### config.mk
export PLATFORM = sky130hd
export DESIGN_NAME = rv_decode_stage_flat
export DESIGN_NICKNAME = d
export VERILOG_FILES = /design/src/rtl/rv_decode_stage_if.sv /design/src/rtl/rv_decode_stage.sv /design/src/flat_wrapper.sv
export SDC_FILE = /design/constraint.sdc
export NUM_CORES = 1
export LEC_CHECK = 0
export BUFFER_PORTS_ARGS = -buffer_cell sky130_fd_sc_hd__buf_2
export CAP_MARGIN = 20
export CORE_MARGIN = 1
export CORE_UTILIZATION = 50
export DETAILED_ROUTE_END_ITERATION = 16
export GPL_TIMING_DRIVEN = 0
export PLACE_DENSITY = 0.84
export SYNTH_ARGS = -nofsm -noshare
export SYNTH_HDL_FRONTEND = slang
export SYNTH_SLANG_ARGS = --single-unit
### constraint.sdc
create_clock -name clk_i -period 2.7 [get_ports clk_i]
set_clock_uncertainty 0.05 [all_clocks]
set_input_delay 0.135 -clock clk_i [delete_from_list [all_inputs] [get_ports clk_i]]
set_output_delay 0.135 -clock clk_i [all_outputs]
set_load 0.05 [all_outputs]
### src/rtl/rv_decode_stage_if.sv
// Handshake and decoded-field bundle between fetch and register read for rv_decode_stage.
// The slave modport is the decode stage; master is the fetch/consumer side.
interface rv_decode_stage_if #(
  parameter int unsigned PC_W = 32
);
  logic            in_valid_i;
  logic            in_ready_o;
  logic [31:0]     in_data_i;
  logic [PC_W-1:0] in_pc_i;
  logic            out_valid_o;
  logic            out_ready_i;
  logic [PC_W-1:0] out_pc_o;
  logic [6:0]      out_opcode_o;
  logic [2:0]      out_funct3_o;
  logic [6:0]      out_funct7_o;
  logic [4:0]      out_rd_o;
  logic [4:0]      out_rs1_o;
  logic [4:0]      out_rs2_o;
  logic [2:0]      out_fmt_o;
  logic [31:0]     out_imm_o;
  logic            out_illegal_o;

  modport slave (
    input  in_valid_i, in_data_i, in_pc_i, out_ready_i,
    output in_ready_o, out_valid_o, out_pc_o, out_opcode_o, out_funct3_o, out_funct7_o,
           out_rd_o, out_rs1_o, out_rs2_o, out_fmt_o, out_imm_o, out_illegal_o
  );

  modport master (
    output in_valid_i, in_data_i, in_pc_i, out_ready_i,
    input  in_ready_o, out_valid_o, out_pc_o, out_opcode_o, out_funct3_o, out_funct7_o,
           out_rd_o, out_rs1_o, out_rs2_o, out_fmt_o, out_imm_o, out_illegal_o
  );
endinterface

### src/rtl/rv_decode_stage.sv
// RV32I decode stage: field split, immediate select, two-entry elastic output buffer.
// Define RV_DECODE_ILLEGAL_CHECK_EN to build the illegal-instruction checker.
module rv_decode_stage #(
  parameter int unsigned PC_W       = 32,
  parameter bit          SWAP_BYTES = 1'b1
) (
  input logic              clk_i,
  input logic              rst_i,
  input logic              flush_i,
  rv_decode_stage_if.slave bus
);

  localparam logic [6:0] OpcOp     = 7'b0110011;
  localparam logic [6:0] OpcOpImm  = 7'b0010011;
  localparam logic [6:0] OpcLoad   = 7'b0000011;
  localparam logic [6:0] OpcJalr   = 7'b1100111;
  localparam logic [6:0] OpcSystem = 7'b1110011;
  localparam logic [6:0] OpcFence  = 7'b0001111;
  localparam logic [6:0] OpcStore  = 7'b0100011;
  localparam logic [6:0] OpcBranch = 7'b1100011;
  localparam logic [6:0] OpcLui    = 7'b0110111;
  localparam logic [6:0] OpcAuipc  = 7'b0010111;
  localparam logic [6:0] OpcJal    = 7'b1101111;

  localparam logic [2:0] FmtR = 3'd0;
  localparam logic [2:0] FmtI = 3'd1;
  localparam logic [2:0] FmtS = 3'd2;
  localparam logic [2:0] FmtB = 3'd3;
  localparam logic [2:0] FmtU = 3'd4;
  localparam logic [2:0] FmtJ = 3'd5;
  localparam logic [2:0] FmtX = 3'd7;

  typedef struct packed {
    logic [PC_W-1:0] pc;
    logic [6:0]      opcode;
    logic [2:0]      funct3;
    logic [6:0]      funct7;
    logic [4:0]      rd;
    logic [4:0]      rs1;
    logic [4:0]      rs2;
    logic [2:0]      fmt;
    logic [31:0]     imm;
    logic            illegal;
  } bundle_t;

  typedef enum logic [1:0] {StEmpty, StOne, StTwo} state_e;

  state_e      state_q, state_d;
  bundle_t     out_q, out_d, skid_q, skid_d, dec;
  logic [31:0] instr;
  logic        acc, pop;

  // Combinational decode of the incoming word
  always_comb begin
    instr      = SWAP_BYTES ? {bus.in_data_i[7:0], bus.in_data_i[15:8],
                               bus.in_data_i[23:16], bus.in_data_i[31:24]}
                            : bus.in_data_i;
    dec        = '0;
    dec.pc     = bus.in_pc_i;
    dec.opcode = instr[6:0];
    dec.funct3 = instr[14:12];
    dec.funct7 = instr[31:25];
    dec.rd     = instr[11:7];
    dec.rs1    = instr[19:15];
    dec.rs2    = instr[24:20];

    case (instr[6:0])
      OpcOp:                                              dec.fmt = FmtR;
      OpcOpImm, OpcLoad, OpcJalr, OpcSystem, OpcFence:    dec.fmt = FmtI;
      OpcStore:                                           dec.fmt = FmtS;
      OpcBranch:                                          dec.fmt = FmtB;
      OpcLui, OpcAuipc:                                   dec.fmt = FmtU;
      OpcJal:                                             dec.fmt = FmtJ;
      default:                                            dec.fmt = FmtX;
    endcase

    case (dec.fmt)
      FmtI:    dec.imm = {{20{instr[31]}}, instr[31:20]};
      FmtS:    dec.imm = {{20{instr[31]}}, instr[31:25], instr[11:7]};
      FmtB:    dec.imm = {{19{instr[31]}}, instr[31], instr[7], instr[30:25], instr[11:8], 1'b0};
      FmtU:    dec.imm = {instr[31:12], 12'b0};
      FmtJ:    dec.imm = {{11{instr[31]}}, instr[31], instr[19:12], instr[20], instr[30:21], 1'b0};
      default: dec.imm = '0;
    endcase

`ifdef RV_DECODE_ILLEGAL_CHECK_EN
    dec.illegal = (instr[1:0] != 2'b11) || (dec.fmt == FmtX);
    case (instr[6:0])
      OpcBranch: if (dec.funct3 inside {3'b010, 3'b011}) dec.illegal = 1'b1;
      OpcLoad:   if (dec.funct3 inside {3'b011, 3'b110, 3'b111}) dec.illegal = 1'b1;
      OpcStore:  if (dec.funct3 >= 3'b011) dec.illegal = 1'b1;
      OpcJalr:   if (dec.funct3 != 3'b000) dec.illegal = 1'b1;
      OpcOp: begin
        if (!(dec.funct7 inside {7'b0000000, 7'b0100000})) dec.illegal = 1'b1;
        if (dec.funct7 == 7'b0100000 && !(dec.funct3 inside {3'b000, 3'b101}))
          dec.illegal = 1'b1;
      end
      OpcOpImm: begin
        if (dec.funct3 == 3'b001 && dec.funct7 != 7'b0000000) dec.illegal = 1'b1;
        if (dec.funct3 == 3'b101 && !(dec.funct7 inside {7'b0000000, 7'b0100000}))
          dec.illegal = 1'b1;
      end
      default: ;
    endcase
`else
    dec.illegal = 1'b0;
`endif
  end

  // Ready depends only on registered state, never on out_ready_i
  assign bus.in_ready_o  = ~rst_i & (state_q != StTwo);
  assign bus.out_valid_o = (state_q != StEmpty);
  assign acc = bus.in_valid_i & bus.in_ready_o;
  assign pop = bus.out_valid_o & bus.out_ready_i;

  always_comb begin
    state_d = state_q;
    out_d   = out_q;
    skid_d  = skid_q;
    if (flush_i) begin
      state_d = StEmpty;
    end else begin
      case (state_q)
        StEmpty: if (acc) begin
          state_d = StOne;
          out_d   = dec;
        end
        StOne: begin
          if (acc && !pop) begin
            state_d = StTwo;
            skid_d  = dec;
          end else if (acc && pop) begin
            out_d = dec;
          end else if (pop) begin
            state_d = StEmpty;
          end
        end
        StTwo: if (pop) begin
          state_d = StOne;
          out_d   = skid_q;
        end
        default: state_d = StEmpty;
      endcase
    end
  end

  always_ff @(posedge clk_i) begin
    if (rst_i) begin
      state_q <= StEmpty;
      out_q   <= '0;
      skid_q  <= '0;
    end else begin
      state_q <= state_d;
      out_q   <= out_d;
      skid_q  <= skid_d;
    end
  end

  assign bus.out_pc_o      = out_q.pc;
  assign bus.out_opcode_o  = out_q.opcode;
  assign bus.out_funct3_o  = out_q.funct3;
  assign bus.out_funct7_o  = out_q.funct7;
  assign bus.out_rd_o      = out_q.rd;
  assign bus.out_rs1_o     = out_q.rs1;
  assign bus.out_rs2_o     = out_q.rs2;
  assign bus.out_fmt_o     = out_q.fmt;
  assign bus.out_imm_o     = out_q.imm;
  assign bus.out_illegal_o = out_q.illegal;

endmodule

### src/flat_wrapper.sv
// flat-port wrapper written by rule: the top's interface ports become plain ports
module rv_decode_stage_flat 
#(
  parameter int unsigned PC_W       = 32,
  parameter bit          SWAP_BYTES = 1'b1
)
  (clk_i, rst_i, flush_i, bus_in_valid_i, bus_in_data_i, bus_in_pc_i, bus_out_ready_i, bus_in_ready_o, bus_out_valid_o, bus_out_pc_o, bus_out_opcode_o, bus_out_funct3_o, bus_out_funct7_o, bus_out_rd_o, bus_out_rs1_o, bus_out_rs2_o, bus_out_fmt_o, bus_out_imm_o, bus_out_illegal_o);
  rv_decode_stage_if #(.PC_W(PC_W)) bus_i ();
  input logic clk_i;
  input logic rst_i;
  input logic flush_i;
  input wire logic [$bits(bus_i.in_valid_i)-1:0] bus_in_valid_i;
  input wire logic [$bits(bus_i.in_data_i)-1:0] bus_in_data_i;
  input wire logic [$bits(bus_i.in_pc_i)-1:0] bus_in_pc_i;
  input wire logic [$bits(bus_i.out_ready_i)-1:0] bus_out_ready_i;
  output wire logic [$bits(bus_i.in_ready_o)-1:0] bus_in_ready_o;
  output wire logic [$bits(bus_i.out_valid_o)-1:0] bus_out_valid_o;
  output wire logic [$bits(bus_i.out_pc_o)-1:0] bus_out_pc_o;
  output wire logic [$bits(bus_i.out_opcode_o)-1:0] bus_out_opcode_o;
  output wire logic [$bits(bus_i.out_funct3_o)-1:0] bus_out_funct3_o;
  output wire logic [$bits(bus_i.out_funct7_o)-1:0] bus_out_funct7_o;
  output wire logic [$bits(bus_i.out_rd_o)-1:0] bus_out_rd_o;
  output wire logic [$bits(bus_i.out_rs1_o)-1:0] bus_out_rs1_o;
  output wire logic [$bits(bus_i.out_rs2_o)-1:0] bus_out_rs2_o;
  output wire logic [$bits(bus_i.out_fmt_o)-1:0] bus_out_fmt_o;
  output wire logic [$bits(bus_i.out_imm_o)-1:0] bus_out_imm_o;
  output wire logic [$bits(bus_i.out_illegal_o)-1:0] bus_out_illegal_o;
  assign bus_i.in_valid_i = bus_in_valid_i;
  assign bus_i.in_data_i = bus_in_data_i;
  assign bus_i.in_pc_i = bus_in_pc_i;
  assign bus_i.out_ready_i = bus_out_ready_i;
  assign bus_in_ready_o = bus_i.in_ready_o;
  assign bus_out_valid_o = bus_i.out_valid_o;
  assign bus_out_pc_o = bus_i.out_pc_o;
  assign bus_out_opcode_o = bus_i.out_opcode_o;
  assign bus_out_funct3_o = bus_i.out_funct3_o;
  assign bus_out_funct7_o = bus_i.out_funct7_o;
  assign bus_out_rd_o = bus_i.out_rd_o;
  assign bus_out_rs1_o = bus_i.out_rs1_o;
  assign bus_out_rs2_o = bus_i.out_rs2_o;
  assign bus_out_fmt_o = bus_i.out_fmt_o;
  assign bus_out_imm_o = bus_i.out_imm_o;
  assign bus_out_illegal_o = bus_i.out_illegal_o;
  rv_decode_stage #(.PC_W(PC_W), .SWAP_BYTES(SWAP_BYTES)) u_core (.clk_i(clk_i), .rst_i(rst_i), .flush_i(flush_i), .bus(bus_i));
endmodule
==> summary.md <==
| Metric | Value |
|---|---|
| Postcts setup bufs | 0 |
| Unrepaired setup endpoints after global routing | no |
| Drt initial violations | 780 |
| DP HPWL | 18.9 mm |
| Synth Instances | just over 1000 |
| Min-Delay Endpoint | u_core.state_q[0] |
| Worst-Margin Slew | 0.920 ns |
| Vias in the first global route | between 8000 and 9000 |
| CTS tree | yes |
| GRT overflow | 0 |
| Wire length per cell | 18.0 um |
| Critical path peak fanout | 19 |
| Share of cells above drive strength 1 | 0.240 |
| Final Hold Fails | 0 |
| Minimum clock period | 2.50 ns |
| Drt total wl | 27.2 mm |
| Antenna-violating nets left | 0 |
| GRT Total Usage | 0.303 |
| Register area | around 4000 um^2 |
| Global-route wire length before repair | between 40 and 50 mm |
| Arrival time at the worst endpoint | ~2.3 ns |
| Final nets | between 1000 and 1500 |
| Worst-Skew Late Latency | around 0.44 ns |
| MaxCap Viol Count | 0 |
| # setup viols final | 0 |
| Final worst setup slack | 0.196 ns |
| Final GP Congestion | 0.915 |
| Row count | 47 |
| Post-Syn Area | 8730 um^2 |
| Post-Syn Nets | 1105 |
| FF-to-FF path depth | 7 |
| Critical Path RT | approximately 2.5 ns |
| Final period util | 0.927 |
| Setup TNS Final | 0 ns |
| Port bufs | about 170 |
| Clk pwr share | 0.383 |
| Worst slack at placement | a little over 0.3 ns |
| Reg2reg end | u_core.bus.out_rs2_o[2] |
| P_leak | roughly 4.3 nW |
| Asr flop ratio synth | 0 |
| Vias | just under 9000 |
| Die width | 134 um |
| DR pass1 iterations | 5 |
| Status | finished, final reports clean |
| Distinct cells, synth | just under 60 |
| Combinational share of power | 0.159 |
| Pwr/cell area | 615 nW/um^2 |
| Min-delay src | bus_in_valid_i |
| Core area | around 17000 um^2 |
| Syn Area/Cell | between 8 and 9 um^2 |
| Setup crit start kind | flip-flop |
| DRC errors left | 0 |
| Longest Clk Path Bufs | 2 |
| Register area share after synthesis | 0.459 |
| WS Path Type | flip-flop to primary output |
| Register-to-register setup slack | about 0.29 ns |
| Clk slew on worst S/H paths | 0.07 ns |
| Pin count of the biggest net entering global routing | 20 |
| Number of diodes | 0 |
| Ys flop type | dfxtp_1 |
| Die ar. | about 18000 um^2 |
| Clock root buffer | clkbuf_16 |
| Final hold slack | between 0.15 and 0.2 ns |
| Initial core utilization | 0.519 |
| Slew HR | 0.387 |
| Crit. End Element | primary output |
| Die H | about 130 um |
| Number of synthesized register bits | 200 |
| Sw Ratio | 0.296 |
| Internal | between 4 and 5 mW |
| P&R area growth vs syn | 26.3% |
| Reg2reg start | u_core.state_q[1] |
| Clock net sink count | 200 |
| Worst hold path type | input pin to flip-flop |
| Max Clk Rate | ~400 MHz |
| Synth warn | 0 |
| Fill count | between 1000 and 1500 |
| Worst VDD drop | ~0.00050 V |
| Final Core Density | 0.655 |
| IO Pins | 171 |
| Post-synth EDFFs | 0 |
| CTS buffer count | 17 |
| Switch Pwr | 2.01 mW |
| Area of the multi-input gates | approximately 4200 um^2 |
| Sequential share of power | 0.458 |
| Initial antenna violation count | 1 |
| Worst Hold Depth | 4 |
| Fin. max-slew vios | 0 |
| H-tree levels | 4 |
| Vias/cell | 5.80 |
[synth_stat cells, drive strengths merged, types with 6 or more instances]
cell,instances,area share
nor2b,6,0.0043
o221ai,12,0.012
a21oi,109,0.063
and2,6,0.0043
a221oi,11,0.011
dfxtp,200,0.46
a31oi,13,0.011
clkbuf,59,0.025
o21ai,61,0.035
nand2,296,0.13
nor2,80,0.034
a311oi,65,0.11
a22oi,12,0.010
buf,41,0.033
[state kept, by name, indices dropped and copies added, names as in the netlist, 3 cells and up]
name,flops
u_core.bus.out_fmt_o,3
u_core.bus.out_opcode_o,7
u_core.bus.out_funct7_o,7
u_core.bus.out_rd_o,5
u_core.bus.out_pc_o,32
u_core.bus.out_rs1_o,5
u_core.bus.out_imm_o,32
u_core.skid_q,99
u_core.bus.out_funct3_o,3
u_core.bus.out_rs2_o,5
[critical path, cell delays in order, from the launching register on]
cell	delay, ns
dfxtp_1	0.31
buf_2	0.19
nor2b_1	0.15
clkbuf_1	0.41
buf_2	0.49
nor2_1	0.09
buf_2	0.24
[routing by layer]
metal / share of wire / vias up / GRT usage
met1: 0.39 / 4104 / 0.376
met2: 0.48 / 460 / 0.505
li1: - / 4121 / -
met4: 0.033 / 2 / 0.135
met5: 0.00048 / - / 0
met3: 0.095 / 85 / 0.0642
[final cells by class]
cell class	instances	area share
Multi-Input combinational cell	733	0.381
Tap cell	220	0.0250
Timing Repair Buffer	226	0.130
Clock inverter	15	0.0151
Inverter	3	0.00102
Sequential cell	200	0.363
Clock buffer	17	0.0386
Buffer	99	0.0461
[per-stage QoR]
step | cell area, um^2 | power (mW) | instances
detailed placement | 9830 | 4.16 | 1422
global placement | 9830 | 4.14 | 1422
CTS | 11000 | 6.78 | 1513
finish | 11000 | 6.77 | 1513
global route | 11000 | 6.99 | 1513
floorplan | 8730 | 3.87 | 1036
[kinds of logic (layout without fill, tap and decap cells)]
group | after synthesis | after routing | synth area share
compound gates | 306 | 306 | 0.277
mux | 2 | 2 | 0.00229
flops | 200 | 200 | 0.459
buf+inv | 103 | 360 | 0.0598
xor+xnor | 2 | 2 | 0.00201
simple gates | 422 | 422 | 0.200
other cells | 1 | 1 | 0.000430
[power by group through the flow]
stage / clock (mW) / sequential (mW) / combinational [mW]
floorplan: 0 / 3.47 / 0.397
global placement: 0 / 3.17 / 0.978
detailed placement: 0 / 3.17 / 0.994
CTS: 2.61 / 3.10 / 1.06
global route: 2.74 / 3.11 / 1.14
finish: 2.59 / 3.11 / 1.08
[worst max-delay path by stage]
stage,from,end,depth (start not counted)
global placement,u_core.state_q[1],u_core.bus.out_rs2_o[0],7
CTS,u_core.state_q[1],u_core.bus.out_rs2_o[2],7
finish,u_core.state_q[1],bus_in_ready_o,6
floorplan,u_core.state_q[1],bus_in_ready_o,6
global route,u_core.state_q[1],bus_in_ready_o,6
detailed placement,u_core.state_q[1],u_core.bus.out_opcode_o[1],7
[timing repair]
| item | 4_1_cts | 5_1_grt |
|---|---|---|
| hold buffers | 60 | 0 |
| resized for setup | 0 | 2 |
| endpoints found under the hold margin | 138 | 0 |
| setup endpoints to repair | 1 | 2 |
[cells in the final DEF (no fill, tap or decap), types with 2 or more instances in the layout]
master           n
nor2b_1          6
clkbuf_16       17
buf_2          187
bufinv_16        2
nor4_1           3
and4b_1          3
or2_2            2
and3b_1          3
a22o_1           3
and3_1           3
dlygate4sd3_1   60
nor2_1          80
nand3_1          2
buf_6           11
nor3b_1          3
a211oi_1         3
clkbuf_1        58
nand2_1        296
buf_4            7
nand2b_1         3
o221ai_1        12
a31oi_1         12
clkinvlp_4       4
mux2i_1          2
a221oi_1        11
a32oi_1          5
dfxtp_1        200
a22oi_1         12
a21oi_1        108
a311oi_2        65
inv_1            2
and2_1           6
clkinv_2         2
nor3_1           3
nand3b_1         2
inv_6            4
o21ai_0         60
inv_8            2
Note: power is estimated with default switching activity, not from simulation.
